===== src/rtl/key_dpram_ctrl_if.sv =====
// Key-event inputs, RAM port A/B signals and status outputs of the DPRAM test sequencer.
// slave = sequencer side, master = key filters / RAM / display side.
interface key_dpram_ctrl_if #(
  parameter int AW = 8,
  parameter int DW = 8
);
  logic          fill_flag;
  logic          fill_state;
  logic          vfy_flag;
  logic          vfy_state;
  logic          wr_en;
  logic [AW-1:0] wr_addr;
  logic [DW-1:0] wr_data;
  logic [AW-1:0] rd_addr;
  logic [DW-1:0] rd_data;
  logic          busy;
  logic          done;
  logic          err;
  logic [AW:0]   err_cnt;
  logic [DW-1:0] seed;

  modport slave (
    input  fill_flag, fill_state, vfy_flag, vfy_state, rd_data,
    output wr_en, wr_addr, wr_data, rd_addr, busy, done, err, err_cnt, seed
  );

  modport master (
    output fill_flag, fill_state, vfy_flag, vfy_state, rd_data,
    input  wr_en, wr_addr, wr_data, rd_addr, busy, done, err, err_cnt, seed
  );
endinterface


===== src/rtl/key_dpram_ctrl.sv =====
// Key-driven DPRAM sequencer: FILL writes addr+seed over port A, VERIFY reads back over port B
// and counts mismatches through an RD_LAT-deep expected-data pipeline. All outputs registered.
module key_dpram_ctrl #(
  parameter int AW     = 8,
  parameter int DW     = 8,
  parameter int RD_LAT = 2
) (
  input logic            Clk,
  input logic            Rst_n,
  key_dpram_ctrl_if.slave bus
);

  localparam logic [AW:0] DEPTH_C = (AW+1)'(1) << AW;

  localparam logic [1:0] S_IDLE  = 2'd0;
  localparam logic [1:0] S_FILL  = 2'd1;
  localparam logic [1:0] S_VFY   = 2'd2;
  localparam logic [1:0] S_DRAIN = 2'd3;

  logic [1:0]    state_q,   state_d;
  logic [AW:0]   cnt_q,     cnt_d;
  logic          wr_en_q,   wr_en_d;
  logic [AW-1:0] wr_addr_q, wr_addr_d;
  logic [DW-1:0] wr_data_q, wr_data_d;
  logic [AW-1:0] rd_addr_q, rd_addr_d;
  logic          busy_q,    busy_d;
  logic          done_q,    done_d;
  logic          err_q,     err_d;
  logic [AW:0]   err_cnt_q, err_cnt_d;
  logic [DW-1:0] seed_q,    seed_d;

  logic [RD_LAT-1:0] pv_q, pv_d;
  logic [DW-1:0]     pe_q [RD_LAT];
  logic [DW-1:0]     pe_d [RD_LAT];

  logic fill_press, vfy_press, issue;
  logic [DW-1:0] cur_pat;

  assign fill_press = bus.fill_flag & ~bus.fill_state;
  assign vfy_press  = bus.vfy_flag  & ~bus.vfy_state;
  // Address is zero-extended or truncated to DW before adding the seed.
  assign cur_pat    = DW'(cnt_q[AW-1:0]) + seed_q;

  always_comb begin
    state_d   = state_q;
    cnt_d     = cnt_q;
    wr_en_d   = 1'b0;
    wr_addr_d = wr_addr_q;
    wr_data_d = wr_data_q;
    rd_addr_d = rd_addr_q;
    busy_d    = busy_q;
    done_d    = 1'b0;
    err_d     = err_q;
    err_cnt_d = err_cnt_q;
    seed_d    = seed_q;
    issue     = 1'b0;

    case (state_q)
      S_IDLE: begin
        if (fill_press) begin
          state_d   = S_FILL;
          seed_d    = seed_q + DW'(1);
          cnt_d     = '0;
          err_d     = 1'b0;
          err_cnt_d = '0;
          busy_d    = 1'b1;
        end else if (vfy_press) begin
          state_d   = S_VFY;
          cnt_d     = '0;
          err_d     = 1'b0;
          err_cnt_d = '0;
          busy_d    = 1'b1;
        end
      end
      S_FILL: begin
        if (cnt_q == DEPTH_C) begin
          state_d = S_IDLE;
          busy_d  = 1'b0;
          done_d  = 1'b1;
        end else begin
          wr_en_d   = 1'b1;
          wr_addr_d = cnt_q[AW-1:0];
          wr_data_d = cur_pat;
          cnt_d     = cnt_q + (AW+1)'(1);
        end
      end
      S_VFY: begin
        if (cnt_q == DEPTH_C) begin
          state_d = S_DRAIN;
        end else begin
          rd_addr_d = cnt_q[AW-1:0];
          issue     = 1'b1;
          cnt_d     = cnt_q + (AW+1)'(1);
        end
      end
      default: begin
        // DRAIN: finish once every outstanding read has been compared.
        if (pv_q == '0) begin
          state_d = S_IDLE;
          busy_d  = 1'b0;
          done_d  = 1'b1;
        end
      end
    endcase

    if (pv_q[RD_LAT-1] && (bus.rd_data != pe_q[RD_LAT-1])) begin
      err_d = 1'b1;
      if (err_cnt_q != DEPTH_C) err_cnt_d = err_cnt_q + (AW+1)'(1);
    end

    pv_d[0] = issue;
    pe_d[0] = cur_pat;
    for (int i = 1; i < RD_LAT; i++) begin
      pv_d[i] = pv_q[i-1];
      pe_d[i] = pe_q[i-1];
    end
  end

  always_ff @(posedge Clk or negedge Rst_n) begin
    if (!Rst_n) begin
      state_q   <= S_IDLE;
      cnt_q     <= '0;
      wr_en_q   <= 1'b0;
      wr_addr_q <= '0;
      wr_data_q <= '0;
      rd_addr_q <= '0;
      busy_q    <= 1'b0;
      done_q    <= 1'b0;
      err_q     <= 1'b0;
      err_cnt_q <= '0;
      seed_q    <= '0;
      pv_q      <= '0;
      for (int i = 0; i < RD_LAT; i++) pe_q[i] <= '0;
    end else begin
      state_q   <= state_d;
      cnt_q     <= cnt_d;
      wr_en_q   <= wr_en_d;
      wr_addr_q <= wr_addr_d;
      wr_data_q <= wr_data_d;
      rd_addr_q <= rd_addr_d;
      busy_q    <= busy_d;
      done_q    <= done_d;
      err_q     <= err_d;
      err_cnt_q <= err_cnt_d;
      seed_q    <= seed_d;
      pv_q      <= pv_d;
      for (int i = 0; i < RD_LAT; i++) pe_q[i] <= pe_d[i];
    end
  end

  assign bus.wr_en   = wr_en_q;
  assign bus.wr_addr = wr_addr_q;
  assign bus.wr_data = wr_data_q;
  assign bus.rd_addr = rd_addr_q;
  assign bus.busy    = busy_q;
  assign bus.done    = done_q;
  assign bus.err     = err_q;
  assign bus.err_cnt = err_cnt_q;
  assign bus.seed    = seed_q;

endmodule


===== src/flat_wrapper.sv =====
// flat-port wrapper written by rule: the top's interface ports become plain ports
module key_dpram_ctrl_flat 
#(
  parameter int AW     = 8,
  parameter int DW     = 8,
  parameter int RD_LAT = 2
)
  (Clk, Rst_n, bus_fill_flag, bus_fill_state, bus_vfy_flag, bus_vfy_state, bus_rd_data, bus_wr_en, bus_wr_addr, bus_wr_data, bus_rd_addr, bus_busy, bus_done, bus_err, bus_err_cnt, bus_seed);
  key_dpram_ctrl_if #(.AW(AW), .DW(DW)) bus_i ();
  input logic Clk;
  input logic Rst_n;
  input wire logic [$bits(bus_i.fill_flag)-1:0] bus_fill_flag;
  input wire logic [$bits(bus_i.fill_state)-1:0] bus_fill_state;
  input wire logic [$bits(bus_i.vfy_flag)-1:0] bus_vfy_flag;
  input wire logic [$bits(bus_i.vfy_state)-1:0] bus_vfy_state;
  input wire logic [$bits(bus_i.rd_data)-1:0] bus_rd_data;
  output wire logic [$bits(bus_i.wr_en)-1:0] bus_wr_en;
  output wire logic [$bits(bus_i.wr_addr)-1:0] bus_wr_addr;
  output wire logic [$bits(bus_i.wr_data)-1:0] bus_wr_data;
  output wire logic [$bits(bus_i.rd_addr)-1:0] bus_rd_addr;
  output wire logic [$bits(bus_i.busy)-1:0] bus_busy;
  output wire logic [$bits(bus_i.done)-1:0] bus_done;
  output wire logic [$bits(bus_i.err)-1:0] bus_err;
  output wire logic [$bits(bus_i.err_cnt)-1:0] bus_err_cnt;
  output wire logic [$bits(bus_i.seed)-1:0] bus_seed;
  assign bus_i.fill_flag = bus_fill_flag;
  assign bus_i.fill_state = bus_fill_state;
  assign bus_i.vfy_flag = bus_vfy_flag;
  assign bus_i.vfy_state = bus_vfy_state;
  assign bus_i.rd_data = bus_rd_data;
  assign bus_wr_en = bus_i.wr_en;
  assign bus_wr_addr = bus_i.wr_addr;
  assign bus_wr_data = bus_i.wr_data;
  assign bus_rd_addr = bus_i.rd_addr;
  assign bus_busy = bus_i.busy;
  assign bus_done = bus_i.done;
  assign bus_err = bus_i.err;
  assign bus_err_cnt = bus_i.err_cnt;
  assign bus_seed = bus_i.seed;
  key_dpram_ctrl #(.AW(AW), .DW(DW), .RD_LAT(RD_LAT)) u_core (.Clk(Clk), .Rst_n(Rst_n), .bus(bus_i));
endmodule

===== config.mk =====
export PLATFORM = sky130hd
export DESIGN_NAME = key_dpram_ctrl_flat
export DESIGN_NICKNAME = d
export VERILOG_FILES = /design/src/rtl/key_dpram_ctrl_if.sv /design/src/rtl/key_dpram_ctrl.sv /design/src/flat_wrapper.sv
export SDC_FILE = /design/constraint.sdc
export NUM_CORES = 1
export LEC_CHECK = 0
export CAP_MARGIN = 20
export CELL_PAD_IN_SITES_DETAIL_PLACEMENT = 1
export CELL_PAD_IN_SITES_GLOBAL_PLACEMENT = 1
export CORE_AREA = 2 2 103 145
export DETAILED_ROUTE_END_ITERATION = 16
export DIE_AREA = 0 0 105 147
export PLACE_DENSITY_LB_ADDON = 0.1
export SLEW_MARGIN = 30
export SYNTH_ARGS = -nofsm -noshare
export SYNTH_HDL_FRONTEND = slang
export SYNTH_SLANG_ARGS = --single-unit

===== constraint.sdc =====
create_clock -name Clk -period 2.5 [get_ports Clk]
set_input_delay 0.25 -clock Clk [delete_from_list [all_inputs] [get_ports Clk]]
set_output_delay 0.25 -clock Clk [all_outputs]
set_load 0.01 [all_outputs]

# After elaboration in Yosys (flattened, before gate mapping)
# Cells that the tools add are included.
[totals] rom_bits=0 ram_bits=0 latchBits=0 n_memories=0 wordCells=80 ff_bits=74
[classes] n_lt_le_gt_ge=0 mul=0 n_div=0 add_sub_neg=4 n_eq_ne=9 muxes=30 n_reduce_logical=17 shifts=0 n_bitwise=6
[op_table] cell="$mux W9" count=8
[op_table] cell="$add A9 B1 Y9 const B" count=2
[op_table] cell="$pmux W9 S2" count=1
[op_table] cell="$mux W1" count=13
[op_table] cell="$mux W2" count=5
[op_table] cell="$eq A9 B9 Y1 const B" count=1
[op_table] cell="$ne A9 B9 Y1 const B" count=1
[op_table] cell="$add A8 B1 Y8 const B" count=1
[op_table] cell="$add A8 B8 Y8" count=1
[op_table] cell="$ne A8 B8 Y1" count=1
[op_table] cell="$reduce_and A2 Y1" count=4
[op_table] cell="$reduce_and A4 Y1" count=2
[op_table] cell="$pmux W2 S3" count=1
[op_table] cell="$reduce_bool A3 Y1" count=2
[op_table] cell="$logic_not A2 Y1" count=2
[op_table] cell="$ne A2 B1 Y1 const B" count=2
[op_table] cell="$not A1 Y1" count=4
[op_table] cell="$reduce_bool A2 Y1" count=2
[op_table] cell="$reduce_bool A4 Y1" count=1
[op_table] cell="$reduce_or A2 Y1" count=2
[op_table] cell="$ne A3 B1 Y1 const B" count=1
[op_table] cell="$pmux W1 S3" count=1
[op_table] cell="$reduce_and A3 Y1" count=1
[op_table] cell="$and A1 B1 Y1" count=2
[op_table] cell="other kinds (5)" count=5

# Logic depth before layout (Yosys ltp)
[depth] ltp_word=7 ltp_mapped=9

# Least setup slack after synthesis
# OpenSTA, ideal clock, no wires.
[synth_timing] kind="register to register" startpoint="register u_core.seed_q[0] (netlist: u_core.bus.seed[0])" endpoint="register u_core.wr_data_q[6] (netlist: u_core.bus.wr_data[6])" path_buffers=0 path_slack_ps=527 arrival_ps=1849 t_required_ps=2375 path_stages_with_launch=9 cell_sequence="dfrtp_1 ha_1 inv_1 fa_1 nor2b_1 o31a_1 o22ai_1 xnor2_1 mux2_2"
[synth_between] elab_chain_cells=1
[synth_rtl] item="from (decl)" line_no="key_dpram_ctrl.sv:30" text="logic [DW-1:0] seed_q, seed_d;"
[synth_rtl] item="from (signal assigned)" line_no="key_dpram_ctrl.sv:131" text="seed_q <= '0;"
[synth_rtl] item="from (signal assigned)" line_no="key_dpram_ctrl.sv:145" text="seed_q <= seed_d;"
[synth_rtl] item="$add A8 B8 Y8" line_no="key_dpram_ctrl.sv:42" text="assign cur_pat = DW'(cnt_q[AW-1:0]) + seed_q;"
[synth_rtl] item="net u_core.cur_pat[6]" line_no="key_dpram_ctrl.sv:37" text="logic [DW-1:0] cur_pat;"
[synth_rtl] item="to (signal assigned)" line_no="key_dpram_ctrl.sv:139" text="wr_data_q <= wr_data_d;"
[synth_rtl] item="to (decl)" line_no="key_dpram_ctrl.sv:24" text="logic [DW-1:0] wr_data_q, wr_data_d;"
# The timed path passes the listed nets, and every way through them passes these cells.
# A chain may end at the register's enable or synchronous reset.

# Final worst setup path
[layout_timing] startpoint="register u_core.cnt_q[0]" endpoint="register u_core.wr_data_q[6] (netlist: u_core.bus.wr_data[6])"
[layout_rtl] item="from (decl)" line_no="key_dpram_ctrl.sv:21" text="logic [AW:0] cnt_q, cnt_d;"
[layout_rtl] item="from (signal assigned)" line_no="key_dpram_ctrl.sv:136" text="cnt_q <= cnt_d;"
[layout_rtl] item="$add A8 B8 Y8" line_no="key_dpram_ctrl.sv:42"
[layout_rtl] item="net u_core.cur_pat[6]" line_no="key_dpram_ctrl.sv:37"
# The timed path passes the listed nets, and every way through them passes these cells.

==> flow_metrics.env <==
export IMPL_comb_power_share_pct=38.1
export IMPL_async_flop_share_pct=100.0
export IMPL_worst_setup_path_start_kind="flip-flop"
export IMPL_rsz0062_at_grt="no"
export IMPL_top_usage_layer="met2"
export IMPL_cts_buffers=9
export IMPL_cts_buffer_depth=2
export IMPL_vias_per_cell=4.522
export IMPL_antenna_found_initial=0
export IMPL_cp_data_required_time_ns=2.72
export IMPL_postSynthAreaPerCell_um2=10.98
export IMPL_drive_gt1_share_pct=12.91
export IMPL_p_int_mw=3.309
export IMPL_fp_dieH_um=147
export IMPL_path_delay_family="adder cells"
export IMPL_power_per_cell_area_nw_per_um2=1098
export IMPL_power_net_switching_mw=1.820
export IMPL_design_core_area_um2=14180
export IMPL_globalRoute_totalOverflow=0
export IMPL_ios=59
export IMPL_grt_max_degree=39
export IMPL_final_hold_viol_count=0
export IMPL_swShare_pct=35.49
export IMPL_yosysWarnings=0
export IMPL_path_clk_slew_ns=0.06
export IMPL_cts_sinks=74
export IMPL_die_area_um2=15440
export IMPL_track_usage_pct=13.28
export IMPL_num_vias=2641
export IMPL_p_leak_nw=2.131
export IMPL_critPathBufInv=1
export IMPL_place_ws_ns=0.1466
export IMPL_critPathMaxFanout=8
export IMPL_synthFlopType="dfrtp_1"
export IMPL_cts_htree_levels=3
export IMPL_clock_power_share_pct=27.4
export IMPL_pwr_share_seq_pct=34.4
export IMPL_worst_ep_arrival_time_ns=2.50
export IMPL_syn_nets=348
export IMPL_seq_area_frac_synth_pct=53.20
export IMPL_firstDrtPassIters=4
export IMPL_drc=0
export IMPL_clkLatencyLatePin_ns=0.33
export IMPL_worstSetupPathType="reg2reg"
export IMPL_yosysUniqueCellTypes=49
export IMPL_max_cap_viol_count=0
export IMPL_start_util_pct=24.54
export IMPL_finClkSkew_ns=0.006693
export IMPL_slew_violations=0
export IMPL_syn_to_final_growth_pct=34.26
export IMPL_grt_pass1_vias=2930
export IMPL_peakVddDrop_mv=0.3619
export IMPL_post_dp_hpwl_mm=7.280
export IMPL_synthesis_area_um2=3481
export IMPL_syn_inst=317
export IMPL_cts_setup_buffers=0
export IMPL_worst_slack_ns=0.2195
export IMPL_use_met3_pct=3.239
export IMPL_tritoncts="yes"
export IMPL_tightest_slew_ns=0.6278
export IMPL_antenna_left=0
export IMPL_period_share_pct=91.22
export IMPL_worst_setup_path_end_kind="flip-flop"
export IMPL_synth_edf_count=0
export IMPL_crit_chain="ha_1, inv_1, fa_1, nor2b_1, o31a_1, o22ai_1, xnor2_1, mux2_2"
export IMPL_rows=52
export IMPL_io_buffers=58
export IMPL_setup_violations=0
export IMPL_hold_class="reg2reg"
export IMPL_cp_slowest_cell="dfrtp_1"
export IMPL_grt_use_met2_pct=23.41
export IMPL_slew_headroom_pct=57.90
export IMPL_clock_fmax_mhz=438.5
export IMPL_finalSetupTns_ns=0
export IMPL_cts_resized=0
export IMPL_fin_crit_ns=2.280
export IMPL_drt_initial_drc_count=35
export IMPL_fin_nets=421
export IMPL_routedWlPerCell_um=16.31
export IMPL_cpPeakStageDelay_ns=0.53
export IMPL_n_antenna_cell=0
export IMPL_use_met1_pct=15.67
export IMPL_place_congestion=0.7558
export IMPL_dieWidth_um=105
export IMPL_wl_mm=9.524
export IMPL_status="finished, final reports clean"
export IMPL_cts_root_buffer="clkbuf_16"
export IMPL_grt_pass1_wl_mm=16.04
export IMPL_synth_seq_cells=74
per-stage QoR:
step / power, mW / area (um^2) / hold slack (ns) / std cells / utilization (%)
global route: 5.522 / 4673 / 0.3578 / 584 / 32.95
floorplan: 2.916 / 3481 / -0.04559 / 317 / -
detailed placement: 3.785 / 4334 / 0.2602 / 567 / 30.56
global placement: 3.757 / 4334 / 0.2549 / 567 / 30.56
finish: 5.130 / 4673 / 0.3472 / 584 / 32.95
CTS: 5.246 / 4673 / 0.3498 / 584 / 32.95
path summary, 6_finish.rpt:
check / from / end / slack [ns] / cells past startpoint
worst max-delay path: u_core.cnt_q[0] / u_core.bus.wr_data[6] / 0.22 / 8
worst min-delay path: u_core.pe_d[2] / u_core.pe_q[2] / 0.35 / 0
worst max register to register: u_core.cnt_q[0] / u_core.bus.wr_data[6] / 0.22 / 8
worst min register to register: u_core.pe_d[2] / u_core.pe_q[2] / 0.35 / 0
max in group asynchronous: Rst_n / u_core.bus.seed[0] / 1.40 / 3
min in group asynchronous: Rst_n / u_core.pe_q[7] / 0.43 / 2
power by group through the flow:
stage          Clock, mW  Sequential (mW)  Combinational (mW)
2_1_floorplan          0             1.79                1.13
3_3_place_gp           0             1.79                1.97
3_5_place_dp           0             1.79                1.99
4_1_cts             1.47             1.77                2.01
5_1_grt             1.51             1.82                2.19
6_report            1.41             1.76                1.96
cell type report:
type | count | area (um^2)
Multi-Input combinational cell | 219 | 1518
Clock buffer | 10 | 239.0
Inverter | 14 | 52.55
Timing Repair Buffer | 72 | 685.7
Tap cell | 189 | 236.5
Fill cell | 1610 | 9510
Clock inverter | 6 | 90.09
Sequential cell | 74 | 1852
per-layer routing:
layer	vias to the layer above	wire length, um
met5	-	0
met4	0	131
met3	9	375
met2	44	4939
met1	1326	4077
li1	1262	-
cells in the final DEF, fill, tap and decap left out, types with 3 or more instances in the layout:
cell type / synthesis / layout
a21o_1: 4 / 4
a21oi_1: 8 / 8
a22o_1: 6 / 6
a32o_1: 3 / 3
and3_1: 4 / 4
buf_4: 0 / 14
clkbuf_16: 0 / 9
clkdlybuf4s50_1: 0 / 57
dfrtp_1: 74 / 74
ha_1: 16 / 16
inv_1: 13 / 13
mux2_2: 8 / 8
mux2i_1: 6 / 6
nand2_1: 48 / 48
nand3_1: 12 / 12
nand4_1: 7 / 7
nor2_1: 10 / 10
o21ai_0: 21 / 21
o31ai_1: 5 / 5
xnor2_1: 11 / 11
xor2_1: 11 / 11
cells in the mapped netlist, types with 2 or more instances:
cell type	instances	area share, %
dfrtp_1	74	53
a22o_1	6	1.5
nand3_1	12	1.7
nand2b_1	2	0.36
xor2_1	11	2.8
nor2b_1	2	0.36
nor3_1	2	0.29
inv_1	13	1.4
a31oi_1	2	0.36
nor4_1	2	0.36
nand4_1	7	1.3
buf_6	2	0.65
nand2_2	2	0.36
o21a_1	2	0.43
a21oi_1	8	1.2
clkbuf_1	2	0.22
a21o_1	4	0.86
nand2_1	48	5.2
mux2_4	2	0.86
nor2_1	10	1.1
nor4b_2	2	0.86
xnor2_1	11	2.8
and4_1	2	0.50
o31ai_1	5	1.1
ha_1	16	5.8
and2_1	2	0.36
o21ai_0	21	3.0
mux2_2	8	2.6
o211ai_1	2	0.43
mux2i_1	6	1.7
buf_2	5	0.72
o22a_1	2	0.50
a32o_1	3	0.86
and3_1	4	0.72
state kept, by name (all words and copies together) (netlist names):
name,cells
u_core.bus.err_cnt,9
u_core.bus.wr_data,8
u_core.bus.wr_addr,8
u_core.pe_q,8
u_core.bus.rd_addr,8
u_core.bus.seed,8
u_core.cnt_q,9
u_core.bus.busy,1
u_core.bus.wr_en,1
u_core.bus.err,1
u_core.state_q,2
u_core.pe_d,8
u_core.bus.done,1
u_core.pv_q,2
kinds of logic after synthesis:
logic type	Yosys count	synth area share, %
compound gates	62	12.01
xor+xnor	22	5.535
fa+ha+maj	17	6.326
buf+inv	24	3.199
flops	74	53.20
mux	16	5.176
simple gates	102	14.56
worst register-to-register path: stages, from the launching register on:
cell     delay [ns]
dfrtp_1        0.53
ha_1           0.26
inv_1          0.06
fa_1           0.40
nor2b_1        0.19
o31a_1         0.19
o22ai_1        0.09
xnor2_1        0.17
mux2_2         0.27
timing repair:
item,CTS,global route
hold buffers,1,0
endpoints found under the setup margin,0,0
hold endpoints to repair,36,0
Power figures use the tool's default switching activity.
